**config.mk**
```make
export PLATFORM = sky130hd
export DESIGN_NAME = bcd_converter_flat
export DESIGN_NICKNAME = d
export VERILOG_FILES = /design/src/rtl/bcd_converter_if.sv /design/src/rtl/bcd_converter.sv /design/src/flat_wrapper.sv
export SDC_FILE = /design/constraint.sdc
export NUM_CORES = 1
export LEC_CHECK = 0
export CAP_MARGIN = 20
export CORE_MARGIN = 5
export CORE_UTILIZATION = 45
export CTS_CLUSTER_DIAMETER = 200
export DETAILED_ROUTE_END_ITERATION = 10
export PLACE_DENSITY = 0.71
export SETUP_SLACK_MARGIN = 0.2
export SYNTH_ARGS = -nofsm -noshare
export SYNTH_HDL_FRONTEND = slang
export SYNTH_SLANG_ARGS = --single-unit
```
**constraint.sdc**
```tcl
create_clock -name clk -period 2.2 [get_ports clk]
set_input_delay 0.55 -clock clk [delete_from_list [all_inputs] [get_ports clk]]
set_output_delay 0.55 -clock clk [all_outputs]
set_load 0.1 [all_outputs]
```
**src/rtl/bcd_converter_if.sv**
```systemverilog
// Handshake and result bundle between the product source, the converter and
// the seven-segment driver. Signal names follow the converter's port list.
interface bcd_converter_if #(
    parameter int WIDTH  = 16,
    parameter int DIGITS = 5
);
    logic                  start;
    logic [WIDTH-1:0]      product;
    logic                  busy;
    logic                  done;
    logic                  sign;
    logic [4*DIGITS-1:0]   bcd;

    // Requester side: issues start/product, observes status and result.
    modport master (
        output start,
        output product,
        input  busy,
        input  done,
        input  sign,
        input  bcd
    );

    // Converter side.
    modport slave (
        input  start,
        input  product,
        output busy,
        output done,
        output sign,
        output bcd
    );
endinterface

```
**src/rtl/bcd_converter.sv**
```systemverilog
// Signed binary to BCD converter using shift-and-add-3 (double dabble),
// one product bit per clock. Result is a sign flag plus packed BCD magnitude,
// digit 0 (ones) in bits [3:0]. All outputs are registered.
module bcd_converter #(
    parameter int WIDTH  = 16,
    parameter int DIGITS = 5
) (
    input  logic            clk,
    input  logic            rst,
    bcd_converter_if.slave  bus
);
    localparam int BW = 4 * DIGITS;
    localparam int CW = $clog2(WIDTH + 1);

    typedef enum logic [1:0] {
        IDLE   = 2'd0,
        SHIFT  = 2'd1,
        FINISH = 2'd2
    } state_e;

    state_e          state_q, state_d;
    logic [CW-1:0]   cnt_q, cnt_d;
    logic [WIDTH-1:0] mag_q, mag_d;
    logic [BW-1:0]   scratch_q, scratch_d;
    logic            sign_r_q, sign_r_d;
    logic [BW-1:0]   bcd_q, bcd_d;
    logic            sign_q, sign_d;
    logic            busy_q, busy_d;
    logic            done_q, done_d;

    // Scratch digits after the parallel +3 correction of this iteration.
    logic [BW-1:0]   adj;

    // State and datapath registers; reset clears everything, including any
    // conversion in flight.
    always_ff @(posedge clk) begin
        if (rst) begin
            state_q   <= IDLE;
            cnt_q     <= '0;
            mag_q     <= '0;
            scratch_q <= '0;
            sign_r_q  <= 1'b0;
            bcd_q     <= '0;
            sign_q    <= 1'b0;
            busy_q    <= 1'b0;
            done_q    <= 1'b0;
        end else begin
            state_q   <= state_d;
            cnt_q     <= cnt_d;
            mag_q     <= mag_d;
            scratch_q <= scratch_d;
            sign_r_q  <= sign_r_d;
            bcd_q     <= bcd_d;
            sign_q    <= sign_d;
            busy_q    <= busy_d;
            done_q    <= done_d;
        end
    end

    // Next-state logic: exactly WIDTH SHIFT iterations, then one FINISH cycle.
    always_comb begin
        state_d = state_q;
        case (state_q)
            IDLE:    if (bus.start) state_d = SHIFT;
            SHIFT:   if (cnt_q == CW'(1)) state_d = FINISH;
            FINISH:  state_d = IDLE;
            default: state_d = IDLE;
        endcase
    end

    // Datapath and output next values.
    always_comb begin
        for (int d = 0; d < DIGITS; d++) begin
            adj[d*4 +: 4] = (scratch_q[d*4 +: 4] >= 4'd5) ? scratch_q[d*4 +: 4] + 4'd3
                                                          : scratch_q[d*4 +: 4];
        end

        cnt_d     = cnt_q;
        mag_d     = mag_q;
        scratch_d = scratch_q;
        sign_r_d  = sign_r_q;
        bcd_d     = bcd_q;
        sign_d    = sign_q;

        case (state_q)
            IDLE: begin
                if (bus.start) begin
                    sign_r_d  = bus.product[WIDTH-1];
                    // Unsigned reinterpretation keeps -2^(WIDTH-1) exact.
                    mag_d     = bus.product[WIDTH-1] ? (~bus.product + 1'b1) : bus.product;
                    scratch_d = '0;
                    cnt_d     = CW'(WIDTH);
                end
            end
            SHIFT: begin
                {scratch_d, mag_d} = {adj[BW-2:0], mag_q, 1'b0};
                cnt_d = cnt_q - CW'(1);
            end
            FINISH: begin
                bcd_d  = scratch_q;
                sign_d = sign_r_q;
            end
            default: ;
        endcase

        // done lands together with the new bcd/sign, one cycle after FINISH.
        busy_d = (state_d != IDLE);
        done_d = (state_q == FINISH);
    end

    assign bus.busy = busy_q;
    assign bus.done = done_q;
    assign bus.sign = sign_q;
    assign bus.bcd  = bcd_q;
endmodule

```
**src/flat_wrapper.sv**
```systemverilog
// flat-port wrapper written by rule: the top's interface ports become plain ports
module bcd_converter_flat 
#(
    parameter int WIDTH  = 16,
    parameter int DIGITS = 5
)
  (clk, rst, bus_start, bus_product, bus_busy, bus_done, bus_sign, bus_bcd);
  bcd_converter_if #(.WIDTH(WIDTH), .DIGITS(DIGITS)) bus_i ();
  input  logic clk;
  input  logic rst;
  input wire logic [$bits(bus_i.start)-1:0] bus_start;
  input wire logic [$bits(bus_i.product)-1:0] bus_product;
  output wire logic [$bits(bus_i.busy)-1:0] bus_busy;
  output wire logic [$bits(bus_i.done)-1:0] bus_done;
  output wire logic [$bits(bus_i.sign)-1:0] bus_sign;
  output wire logic [$bits(bus_i.bcd)-1:0] bus_bcd;
  assign bus_i.start = bus_start;
  assign bus_i.product = bus_product;
  assign bus_busy = bus_i.busy;
  assign bus_done = bus_i.done;
  assign bus_sign = bus_i.sign;
  assign bus_bcd = bus_i.bcd;
  bcd_converter #(.WIDTH(WIDTH), .DIGITS(DIGITS)) u_core (.clk(clk), .rst(rst), .bus(bus_i));
endmodule
```
After elaboration in Yosys (flattened, before gate mapping). Cells that the tools add are included.

Register bits: 67. Input bits: 19. Output and inout port bits: 23. Word-level logic and storage cells: 46.

Add/sub/neg operators: 7. Order comparisons: 5. Equality and inequality tests: 4. Mux-type cells: 15. Bitwise gates (word level): 1. Reduce and logical (&&, ||, !) cells: 5.

Operators with widths (count): $pmux 20 s2 (1); $mux 16 (2); $pmux 16 s2 (1); $ge 4x3->1 const B (5); $mux 20 (1); $add 16x1->16 const B (1); $add 4x2->4 const B (4); $mux 4 (4); $not 16->16 (1); $pmux 5 s2 (1); $eq 5x1->1 const B (1); $mux 5 (1); $sub 5x1->5 const B (1); $mux 2 (2); $pmux 2 s2 (1); $reduce_and 2->1 (2); $reduce_bool 2->1 (2); $add 3x2->3 const B (1); $mux 3 (1); $eq 2x1->1 const B (1); $eq 2x2->1 const B (1); $logic_not 2->1 (1); $ne 2x2->1 const B (1).

Longest topological paths before layout.
Word-level depth: 5. Gate-level depth with buffers: 7. Gate-level depth less buffers: 6.

Least setup slack after synthesis. Ideal clock, no wire load.

Kind: in2reg. From: input bus_product[1]. To: register u_core.mag_q[10]. Setup time: 0.132 ns. Data arrival time: 1.768 ns. Data required time: 2.068 ns. Slack: 0.300 ns. Stages on the path: 7. Buffers on the path: 1. Cells stage by stage: inv_1 -> ha_1 -> or3b_1 -> clkbuf_1 -> o41ai_2 -> xor2_1 -> a21oi_1.

Cells in the longest elaborated chain, start to end: 5.

RTL lines: from (decl) (line flat_wrapper.sv:12) `input wire logic [$bits(bus_i.product)-1:0] bus_product;`; $not 16->16 (line bcd_converter.sv:90) `mag_d = bus.product[WIDTH-1] ? (~bus.product + 1'b1) : bus.product;`; $add 16x1->16 (line bcd_converter.sv:90); $mux 16 (line bcd_converter.sv:90); $mux 16 (line bcd_converter.sv:87) `if (bus.start) begin`; $pmux 16 s2 (line bcd_converter.sv:85) `case (state_q)`; to (signal assigned) (line bcd_converter.sv:50) `mag_q <= mag_d;`; to (decl) (line bcd_converter.sv:23) `logic [WIDTH-1:0] mag_q, mag_d;`.

Every way passes these cells. The select of a mux whose other input is x is not followed. A chain may end at the register's enable or synchronous reset.

Worst setup path in the final report.
From: input bus_product[2]. To: register u_core.mag_q[13].

The elaborated chain is that of the path after synthesis.

==> results.sh <==
export IMPL_outcome="finished, final reports clean"
export IMPL_power_density_nw_per_um2=630.4
export IMPL_htree_levels=3
export IMPL_syn_to_final_growth_pct=27.75
export IMPL_io_pins=42
export IMPL_p_leak_nw=1.628
export IMPL_wl_per_cell_microns=13.29
export IMPL_cp_max_fo=6
export IMPL_grt_pass1_wl_microns=11820
export IMPL_slowest_stage="or4_1"
export IMPL_port_buffers=41
export IMPL_fmaxAchievable_mhz=501.5
export IMPL_power_switching_uw=651.8
export IMPL_grt_pass1_vias=2608
export IMPL_period_minus_slack_ps=1994
export IMPL_die_y_microns=93.63
export IMPL_drv_cap=0
export IMPL_p_sw_frac=0.2572
export IMPL_total_power_mw=2.534
export IMPL_worstPathRequired_ps=2430
export IMPL_internal_power_mw=1.882
export IMPL_synth_edf_count=0
export IMPL_post_dp_cell_area_sq_um=3732
export IMPL_num_fill_cells=624
export IMPL_dp_final_hpwl_microns=4866
export IMPL_fin_skew_ps=6.744
export IMPL_grt_start_max_net_pins=30
export IMPL_synth_area_per_cell_sq_um=8.790
export IMPL_initial_core_util=0.4632
export IMPL_cts_made_buffers=9
export IMPL_critical_path_endpoint_type="flip-flop"
export IMPL_worstSetupPathType="in -> reg"
export IMPL_ys_types=41
export IMPL_ys_ff_latch=67
export IMPL_crit_path_cell_trace="clkdlybuf4s50_1, or4_1, buf_4, o41ai_4, xor2_1, a21oi_1"
export IMPL_cts_hold_buffers=0
export IMPL_netlist_area_leader_share=0.4262
export IMPL_ir_drop_uv=289.9
export IMPL_setup_ws_ps=205.9
export IMPL_grt_setup_unrepaired="true"
export IMPL_cts_sinks=67
export IMPL_drt_wl_total_microns=6949
export IMPL_min_period_over_period=0.9064
export IMPL_worst_hold_path_type="reg -> reg"
export IMPL_clk_pin_slew_ps=60
export IMPL_post_place_ws_ps=-329.1
export IMPL_die_w_microns=93.63
export IMPL_grt_use_total=0.1689
export IMPL_drtIter0Drc=152
export IMPL_seqPwrFrac=0.510
export IMPL_hold_viol=0
export IMPL_gr_total_overflow=0
export IMPL_clkPwrFrac=0.357
export IMPL_design_core_area_sq_um=6794
export IMPL_synthesis_nets=390
export IMPL_finalMaxSlewViolations=0
export IMPL_synthTopCellsByArea="dfxtp_1, a21oi_1, nand2_1"
export IMPL_drtAntennaViolNets=0
export IMPL_cts_tree="built"
export IMPL_pwr_share_comb=0.133
export IMPL_yosysMostFrequentCell="dfxtp_1"
export IMPL_crit_family="buffers and inverters"
export IMPL_fin_nets=454
export IMPL_fin_area_sq_um=4020
export IMPL_cts_root_buffer="clkbuf_8"
export IMPL_gp_congestion=0.8008
export IMPL_synth_ff_type="dfxtp_1"
export IMPL_synth_largest_area_cell="dfxtp_1"
export IMPL_yosysWarnings=0
export IMPL_crit_path_start_kind="input pin"
export IMPL_crit_arrival_ps=2220
export IMPL_max_slew_margin_rel=0.4393
export IMPL_drive_gt1_frac=0.2037
export IMPL_path_buf_inv=2
export IMPL_viasPerCell=5.180
export IMPL_num_rows=30
export IMPL_netlist_area_sq_um=3147
export IMPL_setup_viol=0
export IMPL_via_count=2709
export IMPL_antenna_found_initial=0
export IMPL_slowest_delay_ps=480
export IMPL_first_pass_iters=4
export IMPL_drc=0
export IMPL_synth_commonest_cells="dfxtp_1, a21oi_1, nand2_1"
export IMPL_syn_inst=358
export IMPL_insertion_delay_ps=340
export IMPL_ys_async_sr_fraction=0
export IMPL_tightest_slew_ps=838.0
export IMPL_die_area_sq_um=8766
export IMPL_yosysSeqAreaShare=0.4262
export IMPL_n_antenna_cell=0
export IMPL_clockBufferDepth=2
[metal layers]
| layer | GRT usage | vias up | routed length, microns |
|---|---|---|---|
| met3 | 0.02896 | 7 | 257 |
| met1 | 0.1947 | 1274 | 3084 |
| met2 | 0.2996 | 47 | 3513 |
| met4 | 0.08303 | 0 | 94 |
| li1 | - | 1381 | - |
| met5 | 0 | - | 0 |
[timing repair]
action / in CTS / in global routing
gates cloned: 0 / 0
resized for setup: 6 / 10
setup buffers: 6 / 1
setup endpoints to repair: 5 / 15
pin swaps: 4 / 12
[kinds of logic (layout without fill, tap and decap cells)]
kind of cell / count (synthesis) / in the layout / synth area share
buf+inv: 38 / 107 / 0.04890
xor+xnor: 23 / 23 / 0.06401
fa+ha+maj: 13 / 13 / 0.05169
flops: 67 / 67 / 0.4262
mux: 6 / 6 / 0.01948
simple gates: 105 / 105 / 0.1590
compound gates: 106 / 106 / 0.2306
[cell type report]
class                           count  area, sq um  share of cell area
Clock inverter                      2        10.01            0.002490
Clock buffer                       14        162.7             0.04046
Inverter                           15        56.30             0.01401
Sequential cell                    67         1341              0.3336
Timing Repair Buffer               76        635.6              0.1581
Multi-Input combinational cell    253         1694              0.4214
Tap cell                           96        120.1             0.02988
[worst reg2reg max path, stage by stage, from the launching register on]
cell and delay, ps:
dfxtp_1 480, nand2b_1 270, nor2_1 710, a22o_1 230
[flip-flops by register name, indices dropped and copies added, names as in the netlist]
name / cells
u_core.bus.done: 1
u_core.mag_q: 16
u_core.cnt_q: 5
u_core.bus.bcd: 20
u_core.scratch_q: 20
u_core.bus.busy: 1
u_core.bus.sign: 1
u_core.state_q: 2
u_core.sign_r_q: 1
[path summary, 6_finish.rpt]
check | from | end | slack (ps) | cells after the start
max | bus_product[2] | u_core.mag_q[13]$_SDFFE_PP0P_ | 210 | 6
min | u_core.sign_r_q$_SDFFE_PP0P_ | u_core.bus.sign$_SDFFE_PP0P_ | 450 | 2
max reg2reg | u_core.state_q[0]$_SDFF_PP0_ | u_core.scratch_q[5]$_SDFFE_PP0P_ | 450 | 3
min reg2reg | u_core.sign_r_q$_SDFFE_PP0P_ | u_core.bus.sign$_SDFFE_PP0P_ | 450 | 2
[through the flow]
step	cells	util	setup TNS, ps	hold slack [ps]
final	523	0.5917	0	452.8
after detailed placement	500	0.5494	-2300	446.6
after floorplan	358	-	0	432.2
after global routing	523	0.5917	0	471.5
after global placement	500	0.5494	-1467	444.3
after CTS	522	0.5840	0	456.2
[power groups by stage]
stage / Sequential (mW) / Combinational [mW] / Clock, mW
after floorplan: 1.32 / 0.185 / 0
after global placement: 1.32 / 0.313 / 0
after detailed placement: 1.32 / 0.321 / 0
after CTS: 1.29 / 0.332 / 0.928
after global routing: 1.30 / 0.372 / 0.984
final: 1.29 / 0.337 / 0.904
[cell usage in the layout, fill, tap and decap left out, drive strengths merged, types with 2 or more instances in the layout]
| master | instances |
|---|---|
| dfxtp | 67 |
| buf | 58 |
| nor3b | 2 |
| ha | 13 |
| or3 | 5 |
| nand2b | 8 |
| clkdlybuf4s50 | 12 |
| xnor2 | 6 |
| nand3 | 6 |
| clkinv | 2 |
| inv | 15 |
| dlygate4sd2 | 2 |
| o221ai | 13 |
| xor2 | 17 |
| a22oi | 3 |
| or4 | 3 |
| nor4 | 2 |
| mux2i | 5 |
| nor3 | 5 |
| a211oi | 2 |
| nor2 | 14 |
| o21ai | 12 |
| clkbuf | 14 |
| nor2b | 3 |
| nand2 | 52 |
| or3b | 2 |
| a21oi | 54 |
| dlymetal6s2s | 4 |
| o31ai | 5 |
| a22o | 10 |
| o41ai | 4 |
(Power assumes the default switching activity.)
